### config.mk
export PLATFORM = sky130hd
export DESIGN_NAME = ps2_rx_frame
export DESIGN_NICKNAME = d
export VERILOG_FILES = /design/src/rtl/ps2_pkg.sv /design/src/rtl/ps2_line_filter.sv /design/src/rtl/ps2_rx_frame.sv
export SDC_FILE = /design/constraint.sdc
export NUM_CORES = 1
export LEC_CHECK = 0
export BUFFER_PORTS_ARGS = -buffer_cell sky130_fd_sc_hd__buf_2
export CAP_MARGIN = 20
export CORE_MARGIN = 2
export CORE_UTILIZATION = 45
export DETAILED_ROUTE_END_ITERATION = 8
export GPL_TIMING_DRIVEN = 0
export SETUP_SLACK_MARGIN = 0.05
export SYNTH_ARGS = -nofsm -noshare
export SYNTH_HDL_FRONTEND = slang
export SYNTH_SLANG_ARGS = --single-unit
### constraint.sdc
create_clock -name clk -period 2.7 [get_ports clk]
set_clock_uncertainty 0.05 [all_clocks]
set_input_delay 0.27 -clock clk [delete_from_list [all_inputs] [get_ports clk]]
set_output_delay 0.27 -clock clk [all_outputs]
set_load 0.005 [all_outputs]
### src/rtl/ps2_pkg.sv
// Shared types and constants for the PS/2 receive path.
package ps2_pkg;

  typedef enum logic [1:0] {
    IDLE,
    DATA,
    PARITY,
    STOP
  } ps2_state_t;

  localparam logic [7:0] PS2_CODE_RELEASE  = 8'hF0;
  localparam logic [7:0] PS2_CODE_EXTENDED = 8'hE0;
  localparam int         PS2_DATA_BITS     = 8;

  // A frame is good when data plus parity holds an odd number of ones and the stop bit is high.
  function automatic logic frame_ok(input logic [PS2_DATA_BITS-1:0] data,
                                    input logic parity, input logic stop);
    return (^{data, parity}) & stop;
  endfunction

endpackage

### src/rtl/ps2_line_filter.sv
// Two-flop synchroniser followed by a FILTER_LEN-sample debounce for one raw PS/2 line.
module ps2_line_filter #(
  parameter int FILTER_LEN = 8
) (
  input  logic clk,
  input  logic rst,
  input  logic din,
  output logic dout
);

  localparam int              CNT_W    = $clog2(FILTER_LEN);
  localparam logic [CNT_W-1:0] CNT_LAST = CNT_W'(FILTER_LEN - 1);

  logic [1:0]       r_sync;
  logic [CNT_W-1:0] r_cnt;
  logic             r_dout;

  // NOTE: non-blocking assignments here so every flop samples the pre-edge value of its neighbour;
  // blocking would collapse the two synchroniser stages into one.
  always_ff @(posedge clk) begin
    if (rst) begin
      r_sync <= 2'b11;
      r_cnt  <= '0;
      r_dout <= 1'b1;
    end else begin
      r_sync <= {r_sync[0], din};
      if (r_sync[1] == r_dout) begin
        r_cnt <= '0;
      end else if (r_cnt == CNT_LAST) begin
        r_dout <= r_sync[1];
        r_cnt  <= '0;
      end else begin
        r_cnt <= r_cnt + CNT_W'(1);
      end
    end
  end

  assign dout = r_dout;

endmodule

### src/rtl/ps2_rx_frame.sv
// PS/2 device-to-host receiver: conditions the raw lines, deserialises 11-bit frames and strobes
// validated bytes. Define PS2_RX_PREFIX_EN to fold 0xE0/0xF0 prefixes into rx_extended/rx_release.
module ps2_rx_frame
  import ps2_pkg::*;
#(
  parameter int FILTER_LEN     = 8,
  parameter int TIMEOUT_CYCLES = 100000
) (
  input  logic       clk,
  input  logic       rst,
  input  logic       ps2_clk,
  input  logic       ps2_data,
  output logic [7:0] rx_data,
  output logic       rx_valid,
  output logic       rx_extended,
  output logic       rx_release,
  output logic       rx_err
);

  localparam int               TO_W     = $clog2(TIMEOUT_CYCLES);
  localparam logic [TO_W-1:0]  TO_ABORT = TO_W'(TIMEOUT_CYCLES - 2);
  localparam logic [2:0]       LAST_BIT = 3'(PS2_DATA_BITS - 1);

  logic                     w_clk_f;
  logic                     w_data_f;
  logic                     w_fall;
  logic                     r_clk_prev;
  ps2_state_t               r_state;
  logic [2:0]               r_bit_cnt;
  logic [PS2_DATA_BITS-1:0] r_shift;
  logic                     r_parity;
  logic [TO_W-1:0]          r_to_cnt;
  logic [7:0]               r_rx_data;
  logic                     r_rx_valid;
  logic                     r_rx_err;
`ifdef PS2_RX_PREFIX_EN
  logic                     r_ext_flag;
  logic                     r_rel_flag;
  logic                     r_rx_extended;
  logic                     r_rx_release;
`endif

  ps2_line_filter #(.FILTER_LEN(FILTER_LEN)) u_clk_filter (
    .clk  (clk),
    .rst  (rst),
    .din  (ps2_clk),
    .dout (w_clk_f)
  );

  ps2_line_filter #(.FILTER_LEN(FILTER_LEN)) u_data_filter (
    .clk  (clk),
    .rst  (rst),
    .din  (ps2_data),
    .dout (w_data_f)
  );

  assign w_fall = r_clk_prev & ~w_clk_f;

  always_ff @(posedge clk) begin
    if (rst) begin
      r_clk_prev    <= 1'b1;
      r_state       <= IDLE;
      r_bit_cnt     <= '0;
      r_shift       <= '0;
      r_parity      <= 1'b0;
      r_to_cnt      <= '0;
      r_rx_data     <= 8'h00;
      r_rx_valid    <= 1'b0;
      r_rx_err      <= 1'b0;
`ifdef PS2_RX_PREFIX_EN
      r_ext_flag    <= 1'b0;
      r_rel_flag    <= 1'b0;
      r_rx_extended <= 1'b0;
      r_rx_release  <= 1'b0;
`endif
    end else begin
      r_clk_prev <= w_clk_f;
      r_rx_valid <= 1'b0;
      r_rx_err   <= 1'b0;
`ifdef PS2_RX_PREFIX_EN
      r_rx_extended <= 1'b0;
      r_rx_release  <= 1'b0;
`endif
      if (r_state == IDLE) begin
        r_to_cnt <= '0;
        if (w_fall && !w_data_f) begin
          r_state   <= DATA;
          r_bit_cnt <= '0;
          r_shift   <= '0;
        end
      end else if (w_fall) begin
        r_to_cnt <= '0;
        case (r_state)
          DATA: begin
            r_shift <= {w_data_f, r_shift[PS2_DATA_BITS-1:1]};
            if (r_bit_cnt == LAST_BIT) r_state <= PARITY;
            else r_bit_cnt <= r_bit_cnt + 3'd1;
          end
          PARITY: begin
            r_parity <= w_data_f;
            r_state  <= STOP;
          end
          STOP: begin
            r_state <= IDLE;
            if (frame_ok(r_shift, r_parity, w_data_f)) begin
`ifdef PS2_RX_PREFIX_EN
              // Prefix bytes only arm a flag; the following real byte carries them out.
              if (r_shift == PS2_CODE_EXTENDED) begin
                r_ext_flag <= 1'b1;
              end else if (r_shift == PS2_CODE_RELEASE) begin
                r_rel_flag <= 1'b1;
              end else begin
                r_rx_data     <= r_shift;
                r_rx_valid    <= 1'b1;
                r_rx_extended <= r_ext_flag;
                r_rx_release  <= r_rel_flag;
                r_ext_flag    <= 1'b0;
                r_rel_flag    <= 1'b0;
              end
`else
              r_rx_data  <= r_shift;
              r_rx_valid <= 1'b1;
`endif
            end else begin
              r_rx_err <= 1'b1;
`ifdef PS2_RX_PREFIX_EN
              r_ext_flag <= 1'b0;
              r_rel_flag <= 1'b0;
`endif
            end
          end
          default: r_state <= IDLE;
        endcase
      end else if (r_to_cnt == TO_ABORT) begin
        // Abort on the edge where the idle count reaches TIMEOUT_CYCLES-1.
        r_state  <= IDLE;
        r_to_cnt <= '0;
        r_rx_err <= 1'b1;
`ifdef PS2_RX_PREFIX_EN
        r_ext_flag <= 1'b0;
        r_rel_flag <= 1'b0;
`endif
      end else begin
        r_to_cnt <= r_to_cnt + TO_W'(1);
      end
    end
  end

  assign rx_data  = r_rx_data;
  assign rx_valid = r_rx_valid;
  assign rx_err   = r_rx_err;
`ifdef PS2_RX_PREFIX_EN
  assign rx_extended = r_rx_extended;
  assign rx_release  = r_rx_release;
`else
  assign rx_extended = 1'b0;
  assign rx_release  = 1'b0;
`endif

endmodule
==> results summary, run 1 <==
The run finished with clean final reports. The synthesized instance count came out at 269. The average size of a mapped cell came out at approximately 9.4 um2. The number of levels the H-tree was split into came out at 2. In the global route stage, overall resource usage came out at around 16%. The max-cap violation count came out at 0. The buffer depth of the longest clock path is 2. The final-report setup violation count is 0. Yosys mapped a number of flops with a built-in enable equal to 0. The setup slack of the critical path after layout came out at 0.499 ns. Buffers inserted during clock tree synthesis total 5.

The leftover overflow at the end of global routing came out at 0. The total standard cell area after synthesis is about 2500 um2. The slew at the pin closest to its max-slew limit came out at around 0.53 ns. The final setup TNS is 0 ns. The quantity of I/O buffers inserted on ports came out at 13.

Wires add up to approximately 4600 um. The post-route netlist has roughly an eighth of its cells at a drive strength greater than 1. The clock insertion delay at the later pin of the skew report came out at between 0.3 and 0.4 ns. Setup repair after global routing left no endpoint under its margin. The initial antenna violation count came out at 0. The number of antenna diodes in the final layout is 0. The via count came out at between 1500 and 2000.

In this run the worst hold path is classified as input port to flip-flop. The first routing iteration left 64 violations. The commonest register cell after synthesis is dfxtp_1.

Hold is met by approximately 0.095 ns. The initial cell density of the core is a little under half. Compared with the post-synthesis result, the final layout area differs by 9.56%. The area of the core came out at about 5500 um2.

The completed layout was analyzed and its total power is approximately 1.3 mW. In the routed layout, each cell is associated on average with a via count of roughly 5.1. The areal power density over the cells is between 400 and 500 nW/um2. After synthesis, the share of flip-flops with an asynchronous set or reset is 0%. The number of filler cells placed in the layout came out at 526. The detailed placer's ending HPWL is between 3000 and 4000 um. The largest driver fanout on the critical path is 9. The number of standard-cell rows in the floorplan came out at 27. The critical path is of the flip-flop to flip-flop type. The area of the die is 6260 um2. The total count of hold-check failures in the final report is 0. After clock tree synthesis, the clock-pin slew on the worst setup and hold paths is approximately 0.090 ns. OpenSTA, run right after detailed placement, puts the worst setup slack at ~0.24 ns.

The number of top-level pins came out at 16. The final estimated routing congestion in global placement came out at 0.758. The global-route wire length before repair came out at approximately 8000 um. The pin count of the biggest net entering global routing is 16. The final worst-path cycle share is between 80% and 90%. The share of the synthesized area in the top cell type is between 40 and 50%. The floorplan step set the die width to between 70 and 80 um. The largest total area in the synthesized netlist belongs to dfxtp_1. For this run, the top clock speed supported by timing is 454 MHz. The worst slew margin relative to its limit came out at 64.8%. CTS placed an instance of clkbuf_8 at the clock tree root. The count of yosys warnings during synthesis came out at 0. The number of global-route vias before repair came out at about 1800.

The overall die height is roughly 80 um. The number of different library cells in the post-synthesis netlist came out at 44. The residual DRC count came out at 0.

The TritonCTS clock tree is yes. The detailed-router iteration count before antenna repair is 5. The worst path required time came out at between 2 and 3 ns.

For the worst setup path, the data arrival time is 2.39 ns. The net count of the finished layout is slightly above 300. The total clock sinks is between 50 and 60. The number of max-slew violations in the final report came out at 0. For this design the static power due to leakage is 0.994 nW. The routed wire length per instance is 12.7 um. The sequential element share of the synthesized area is around 43%.

The post-route minimum period is 2.20 ns. In the post-synthesis netlist, the biggest area contributors are dfxtp_1 43%, ha_1 6.4%, xnor2_1 4.8%. The worst voltage drop across the vdd grid is between 300 and 400 uV. The startpoint type of the worst setup path is a flip-flop. In this run, post-CTS hold repair placed 0 buffers. STA classifies the critical path endpoint as a flip-flop.

The synthesized design contains 54 register bits. The remaining number of nets flagged by the antenna check after routing is 0.
==> routing by layer <==
layer  part of all wire [%]  vias to the layer above  global-route usage (%)
met5                      0                        -                       0
met2                     45                       28                    25.9
met1                     49                      834                    21.0
li1                       -                      969                       -
met3                    3.8                       10                    4.55
met4                    1.6                        0                    5.34
==> final timing paths <==
check | start | to | slack [ns] | depth (start not counted)
max | r_state[0] | rx_data[7] | 0.50 | 6
min | ps2_data | u_data_filter.r_sync[0] | 0.1 | 2
max reg2reg | r_state[0] | rx_data[7] | 0.50 | 6
min reg2reg | u_data_filter.r_sync[0] | u_data_filter.r_sync[1] | 0.36 | 1
==> area by class of cell <==
| type | count | area, um2 | share of cell area [%] |
|---|---|---|---|
| Clock buffer | 5 | 68.8 | 2.47 |
| Timing Repair Buffer | 13 | 65.1 | 2.34 |
| Sequential cell | 54 | 1080 | 38.9 |
| Clock inverter | 2 | 10.0 | 0.360 |
| Inverter | 6 | 22.5 | 0.810 |
| Buffer | 12 | 67.6 | 2.43 |
| Multi-Input combinational cell | 198 | 1380 | 49.5 |
| Tap cell | 72 | 90.1 | 3.24 |
==> report_power, final <==
| group | total (mW) | switching (mW) | internal [mW] | leakage, nW |
|---|---|---|---|---|
| Clock | 0.428 | 0.253 | 0.175 | 0.0438 |
| Combinational | 0.0963 | 0.0563 | 0.0400 | 0.514 |
| Sequential | 0.815 | 0.00956 | 0.805 | 0.436 |
| Total | 1.34 | 0.319 | 1.02 | 0.994 |
==> state kept, by name (all words and copies together) (netlist names), 2 cells and up <==
| signal | cells |
|---|---|
| u_clk_filter.r_sync | 2 |
| u_data_filter.r_sync | 2 |
| r_state | 2 |
| u_clk_filter.r_cnt | 3 |
| r_bit_cnt | 3 |
| r_shift | 8 |
| u_data_filter.r_cnt | 3 |
| rx_data | 8 |
| r_to_cnt | 17 |
==> kinds of logic (layout without fill, tap and decap cells) <==
family                     Yosys count  after routing  synth area share (%)
other                                1              2                 0.148
AOI/OAI and AO/OA                   30             30                  6.75
adders and majority gates           13             13                  6.41
muxes                               10             10                  4.44
DFF                                 54             54                  42.6
xor gates and xnor gates            20             20                  8.58
buffers and inverters               18             38                  3.55
and+or+nand+nor                    123            123                  27.6
==> worst max-delay path, cell delays in order (launching register included) <==
cell and delay, ns:
dfxtp_1 0.42, inv_1 0.11, ha_1 0.31, nor3b_2 0.36, nand4_1 0.21, mux2i_4 0.44, mux2i_1 0.24
==> synthesized netlist by cell type (all sizes together), types with 2 or more instances <==
cell type,number
nand3,14
a31oi,2
nor3b,2
or3,4
ha,13
nor2,21
xnor3,2
nand2b,17
and2,4
nor4,7
inv,6
nor2b,7
nor3,2
or2,5
buf,4
a21oi,15
or4,3
a211o,2
nand2,19
dfxtp,54
xnor2,14
mux2i,10
xor2,3
nand4,13
o21ai,7
clkbuf,8
==> layout by cell type (no fill, tap or decap), types with 3 or more instances in the layout <==
master / instances
buf_4: 3
clkbuf_8: 5
xor2_1: 3
and2_1: 4
nand2_1: 19
nand4_1: 12
buf_2: 13
ha_1: 13
clkbuf_1: 8
nor4_1: 7
nand3_1: 13
nor2_1: 21
a21oi_1: 15
xnor2_1: 14
nand2b_1: 17
nor2b_1: 7
or3_1: 3
dfxtp_1: 54
o21ai_0: 6
or2_2: 5
inv_1: 6
mux2i_1: 9
==> stage by stage <==
step                      area (um2)  instances  utilization [%]
after floorplan                 2540        270                -
after global placement          2700        355             49.3
after detailed placement        2700        355             49.3
after CTS                       2780        362             50.7
after global routing            2780        362             50.8
final                           2780        362             50.8
==> timing repair <==
action                                  4_1_cts  5_1_grt
buffers inserted                              0        0
endpoints found under the setup margin        0        9
gates resized for setup                       0        1
Note: power is estimated with default switching activity, not from simulation.
==> inputs of run 2 (changes only) <==
Clock period 2.7 ns to 2.1 ns, I/O delays scaled along.
==> results summary, run 2 (same netlist as run 1, synthesis figures left out) <==
The number of buffers added by the clock tree synthesis step came out at 5 (unchanged). The via count was 1862 (was 1841). The critical path start-end classification is flip-flop to flip-flop (unchanged). The start point of the worst min-delay path is ps2_data (unchanged). The first-iteration detailed-routing DRC count came out at 52 (was 64). The standard cell with the maximum stage delay on the critical path is or4_4 (was mux2i_4). The leftover overflow at the end of global routing is 0 (unchanged). The critical path buffer and inverter count came out at 1 (unchanged). The met2 global-route usage was 26.2% (was 25.9%). The relative area change from synthesis to final layout was 11.8% (was 9.56%). The detailed-router iteration count before antenna repair came out at 4 (was 5).

The ratio of cells with drive above 1 in the final layout is 15.0% (was 13.1%). The critical path's most frequent cell is or4_4. The kind of cell adding the most delay to the critical path is simple AND/OR/NAND/NOR gates (was multiplexers). The register containing the most flip-flops in the final layout was r_to_cnt (unchanged). The startpoint type of the worst setup path is a flip-flop (unchanged).

The mean number of vias per cell came out at 5.10 (was 5.09). The clock network fraction of total power was 31.7% (was 31.9%). The number of flip-flops in the largest register came out at 17 (unchanged).

The clock-pin slew on the worst setup and hold paths is 0.09 ns (about the same). The area of the core is 5470 um2 (unchanged). The slew at the pin closest to its max-slew limit is 0.520 ns (was 0.528 ns). The area of the die came out at 6260 um2 (unchanged). The TritonCTS clock tree is yes (unchanged). The worst path required time is 2.25 ns (was 2.89 ns). The layout net count is 310 (was 307). The internal power of the cells is 1.32 mW (was 1.02 mW). Critical path cell sequence: or4_4 > or4_4 > nand3_4 > buf_8 > nor2_1 (was inv_1 > ha_1 > nor3b_2 > nand4_1 > mux2i_4 > mux2i_1). Setup repair after global routing missed its margin: no (unchanged). The die extent in x came out at 79.1 um (unchanged). The global routing usage on met3 is 4.55% (unchanged). The slack of the worst reg-to-reg path was 0.17 ns (was 0.50 ns). The critical path arrival is 2.08 ns (was 2.39 ns). The number of filler cells placed in the layout came out at 525 (was 526). The worst hold path class is input port to flip-flop (unchanged). The relative contribution of sequential cells to total power is 60.6% (was 60.9%).

The total count of hold-check failures in the final report came out at 0 (unchanged). The end point of the most critical hold path is u_data_filter.r_sync[0] (unchanged). The global-route met1 utilization is 20.7% (was 21.0%). The largest driver fanout on the critical path is 10 (was 9). The initial cell density of the core was 46.4% (unchanged).

Run status: finished, final reports clean (unchanged). The number of global-route vias before repair is 1804 (was 1792). The setup slack of the critical path after layout is 0.175 ns (was 0.499 ns). The max-cap violation count is 0 (unchanged). The areal power density over the cells was 609 nW/um2 (was 481 nW/um2). The logic gate share of total power is 7.6% (was 7.2%). The most common cell after layout, fill and taps aside was dfxtp_1 (unchanged). The worst stage delay on the critical path came out at 0.54 ns (was 0.44 ns).

The remaining number of nets flagged by the antenna check after routing is 0 (unchanged). The static leakage is 1.01 nW (was 0.994 nW). The diode insertion count for antenna repair came out at 0 (unchanged).

The number of hold buffers added after CTS is 0 (unchanged). The sum of routed wire length over all layers came to 4640 um (was 4600 um). The cell depth of the worst hold path was 2 (unchanged). The reg-to-reg critical path startpoint was r_to_cnt[11] (was r_state[0]). The final-report setup violation count came to 0 (unchanged). The buffer depth of the longest clock path came out at 2 (unchanged). The routed wire length per instance came to 12.7 um (about the same). The clock insertion delay at the later pin of the skew report was 0.30 ns (was 0.31 ns). The type of destination of the critical path is a flip-flop (unchanged). Most frequent cells in the layout: 52 x dfxtp_1, 21 x nor2_1, 19 x nand2_1 (was 54 x dfxtp_1, 21 x nor2_1, 19 x nand2_1). The overall fraction of global-route tracks in use came out at 16.1% (was 16.2%).

The overall die height is 79.1 um (unchanged). The post-route minimum period is 1.93 ns (was 2.20 ns). The number of standard-cell rows in the floorplan is 27 (unchanged). The fraction of the core area covered by cells at the end of the flow is 51.9% (was 50.8%).

The power spent charging and discharging nets is 0.411 mW (was 0.319 mW). The worst slew margin relative to its limit came out at 65.3% (was 64.8%). The endpoint of the most critical register-to-register path is r_to_cnt[9] (was rx_data[7]). The highest attainable clock frequency is 519 MHz (was 454 MHz). The quantity of I/O buffers inserted on ports was 13 (unchanged). The highest-utilization routing layer at the global route stage is met2 (unchanged). The global-route wire length before repair was 8050 um (was 8040 um). The residual DRC count came to 0 (unchanged). The depth of the most critical reg-to-reg path is 5 (was 6). The final worst-path cycle share came to 91.7% (was 81.5%).

The initial antenna violation count came out at 0 (unchanged). The pin count of the biggest net entering global routing is 16 (unchanged). The worst-case setup slack after placement came to -0.356 ns (was 0.244 ns). The number of max-slew violations in the final report is 0 (unchanged). The worst setup path startpoint was r_to_cnt[11] (was r_state[0]). The total clock sinks came out at 54 (unchanged). The detailed placer's ending HPWL is 3260 um (unchanged). The master cell of the clock root buffer is clkbuf_8 (unchanged). The switching portion of total power came out at 23.8% (about the same).

The number of top-level pins came out at 16 (unchanged). The worst voltage drop across the vdd grid came out at 426 uV (was 332 uV). The number of levels the H-tree was split into is 2 (unchanged). The final hold slack is 0.0376 ns (was 0.0952 ns).

The final estimated routing congestion in global placement is 0.758 (unchanged).
## run 2: cell types whose count changed in the layout (fill, tap and decap cells not counted), sizes merged
cell / delta
buf: +3
## run 2: layout make-up
cell class              instances  area [um2]  area share, %
multi-input cells             198        1400           49.2
flip-flops and latches         54        1080           38.2
repair buffers                 16         100           3.53
well taps                      72        90.1           3.17
clock buffers                   5        68.8           2.43
plain buffers                  12        67.6           2.38
inverters                       6        22.5          0.794
clock inverters                 2        10.0          0.353
## run 2: worst max path at each step
stage	cells after the start	endpoint	slack, ns
finish	5	r_to_cnt[9]	0.17
global route	7	rx_data[1]	0.06
CTS	7	rx_data[6]	0.08
detailed placement	6	rx_data[6]	-0.36
global placement	6	rx_data[7]	-0.38
floorplan	6	rx_data[0]	0.05
## run 2: through the flow
step                      instances  power [mW]  cell area (um2)  TNS (ns)
after CTS                       363        1.75             2810         0
after floorplan                 270        1.17             2540         0
after global routing            365        1.81             2840         0
after detailed placement        355        1.19             2700     -3.07
after global placement          355        1.20             2700     -3.25
final                           365        1.73             2840         0
## run 2: repair_timing
item,4_1_cts,5_1_grt
buffers inserted,1,2
cloned,0,0
endpoints found under the setup margin,9,15
pin swaps,0,2
gates resized for setup,2,4
## run 2: power by group through the flow
stage                     Sequential [mW]  Clock (mW)  Combinational, mW
after floorplan                      1.07           0             0.0966
after global placement               1.07           0              0.125
final                                1.05       0.548              0.132
after global routing                 1.05       0.611              0.150
after CTS                            1.05       0.576              0.125
after detailed placement             1.07           0              0.123
## run 2: per-layer routing
| metal | vias up | wire [um] |
|---|---|---|
| met5 | - | 0 |
| met4 | 0 | 58 |
| met3 | 7 | 166 |
| met2 | 30 | 2130 |
| met1 | 846 | 2280 |
| li1 | 979 | - |
==> inputs of run 3 (changes only) <==
Settings changed: CTS_BUF_LIST from default to sky130_fd_sc_hd__clkbuf_2.
==> results summary, run 3 (same netlist as run 1, synthesis figures left out) <==
Run status: finished, final reports clean (unchanged). The leftover overflow at the end of global routing came out at 0 (unchanged). The slack of the worst reg-to-reg path is 0.16 ns (was 0.17 ns). The startpoint type of the worst setup path is a flip-flop (unchanged). The number of global-route vias before repair is 1795 (was 1804). The initial antenna violation count came to 0 (unchanged). The register containing the most flip-flops in the final layout is r_to_cnt (unchanged).

The detailed-router iteration count before antenna repair came out at 4 (unchanged). The buffer depth of the longest clock path is 2 (unchanged). The worst slew margin relative to its limit came out at 64.7% (was 65.3%). The TritonCTS clock tree was yes (unchanged).

The slew at the pin closest to its max-slew limit came out at 0.529 ns (was 0.520 ns). The final worst-path cycle share is 92.4% (was 91.7%). The most common cell after layout, fill and taps aside is dfxtp_1 (unchanged). The number of levels the H-tree was split into is 2 (unchanged).

The largest driver fanout on the critical path was 10 (unchanged). The master cell of the clock root buffer is clkbuf_2 (was clkbuf_8). The post-route minimum period is 1.94 ns (was 1.93 ns). The number of standard-cell rows in the floorplan came out at 27 (unchanged). The ratio of cells with drive above 1 in the final layout came out at 15.2% (was 15.0%).

The detailed placer's ending HPWL is 3260 um (unchanged). The end of the critical path was r_to_cnt[9] (unchanged). The depth of the most critical reg-to-reg path came out at 5 (unchanged). The relative area change from synthesis to final layout came out at 11.3% (was 11.8%). The number of top-level pins is 16 (unchanged). The cell total after placement came to 355 (unchanged). The worst setup path startpoint is r_to_cnt[11] (unchanged). Setup repair after global routing missed its margin: no (unchanged). The worst voltage drop across the vdd grid is 394 uV (was 426 uV). The number of buffers added by the clock tree synthesis step was 5 (unchanged). The number of max-slew violations in the final report is 0 (unchanged). The type of destination of the critical path is a flip-flop (unchanged). The area of the core is 5470 um2 (unchanged). The first-iteration detailed-routing DRC count came out at 60 (was 52).

The final estimated routing congestion in global placement came out at 0.758 (unchanged). The final hold slack came out at 0.0710 ns (was 0.0376 ns). The final instance count without filler cells came out at 368 (was 365). The worst path required time came out at 2.40 ns (was 2.25 ns). The die extent in x came out at 79.1 um (unchanged). Most frequent cells in the layout: 52 x dfxtp_1, 21 x nor2_1, 19 x nand2_1 (unchanged).

The via count is 1870 (was 1862). The highest attainable clock frequency is 516 MHz (was 519 MHz). The number of flip-flops in the largest register is 17 (unchanged).

The routed wire length per instance came out at 12.9 um (was 12.7 um). The clock insertion delay at the later pin of the skew report came to 0.44 ns (was 0.30 ns). The static leakage is 1.01 nW (about the same). The total clock sinks came out at 54 (unchanged). The fraction of the core area covered by cells at the end of the flow came to 51.6% (was 51.9%). The max-cap violation count was 0 (unchanged). The critical path arrival is 2.24 ns (was 2.08 ns).

The critical path start-end classification was flip-flop to flip-flop (unchanged). The clock-pin slew on the worst setup and hold paths came out at 0.26 ns (was 0.09 ns). The final-report setup violation count is 0 (unchanged).

The total count of hold-check failures in the final report came out at 0 (unchanged). The areal power density over the cells is 559 nW/um2 (was 609 nW/um2). The layout net count is 313 (was 310). The sum of routed wire length over all layers came to 4730 um (was 4640 um). The pin count of the biggest net entering global routing came to 16 (unchanged). The worst hold path class was input port to flip-flop (unchanged). The overall fraction of global-route tracks in use is 16.1% (about the same). The remaining number of nets flagged by the antenna check after routing is 0 (unchanged).

The residual DRC count is 0 (unchanged). The mean number of vias per cell came to 5.08 (was 5.10). The initial cell density of the core came to 46.4% (unchanged). The total power is 1.58 mW (was 1.73 mW). The endpoint of the most critical register-to-register path is r_to_cnt[9] (unchanged). The reg-to-reg critical path startpoint was r_to_cnt[11] (unchanged). The global-route wire length before repair came out at 8050 um (about the same). The diode insertion count for antenna repair is 0 (unchanged). The quantity of I/O buffers inserted on ports came out at 13 (unchanged). The final setup TNS came out at 0 ns (unchanged). The area of the die is 6260 um2 (unchanged). The overall die height came to 79.1 um (unchanged).
[run 3: changes by cell type in the layout (fill, tap and decap cells not counted)]
cell,delta
dfxtp_4,+2
clkbuf_2,+5
clkbuf_8,-5
dlygate4sd3_1,+2
dfxtp_2,-2
buf_4,+1
[run 3: per-stage QoR]
step / instance area [um2] / worst slack, ns
finish: 2830 / 0.160
CTS: 2780 / 0.0609
global placement: 2700 / -0.375
global route: 2830 / 0.0500
detailed placement: 2700 / -0.356
floorplan: 2540 / 0.0532
[run 3: worst min path at each step]
stage,depth (start not counted),slack [ns],startpoint,to
final,3,0.07,rst,rx_data[7]
after global routing,3,0.05,rst,rx_data[2]
after CTS,3,0.04,rst,rx_data[7]
after detailed placement,1,0.34,u_data_filter.r_sync[0],u_data_filter.r_sync[1]
after global placement,1,0.34,u_clk_filter.r_sync[0],u_clk_filter.r_sync[1]
after floorplan,1,0.26,ps2_clk,u_clk_filter.r_sync[0]
[run 3: layout make-up]
| class | instances | area (um2) |
|---|---|---|
| Sequential cell | 54 | 1090 |
| Timing Repair Buffer | 19 | 128 |
| Clock buffer | 5 | 25.0 |
| Tap cell | 72 | 90.1 |
| Multi-Input combinational cell | 198 | 1400 |
| Clock inverter | 2 | 10.0 |
| Buffer | 12 | 67.6 |
| Fill cell | 530 | 2650 |
| Inverter | 6 | 22.5 |
[run 3: power by group]
| part | switching [mW] | total (mW) | leakage [nW] | internal, mW |
|---|---|---|---|---|
| sequential | 0.0120 | 1.05 | 0.438 | 1.04 |
| combinational | 0.0773 | 0.139 | 0.548 | 0.0617 |
| clock | 0.315 | 0.387 | 0.0286 | 0.0723 |
| total | 0.404 | 1.58 | 1.01 | 1.18 |
[run 3: metal layers]
metal,track usage [%],vias to the layer above,routed length [um]
li1,-,986,-
met1,20.8,851,2320
met2,26.0,23,2170
met3,4.20,10,142
met4,5.69,0,94
met5,0,-,0
[run 3: critical path: stages (launching register included)]
cell	delay (ns)
dfxtp_1	0.40
or4_4	0.54
or4_4	0.53
nand3_4	0.16
buf_8	0.14
nor2_1	0.05
[run 3: repair_timing]
item	in CTS	in global routing
pin swaps	0	2
buffers inserted	1	3
hold buffers	2	0
gates cloned	0	0
setup endpoints to repair	9	18
resized for setup	2	6
hold endpoints to repair	2	0
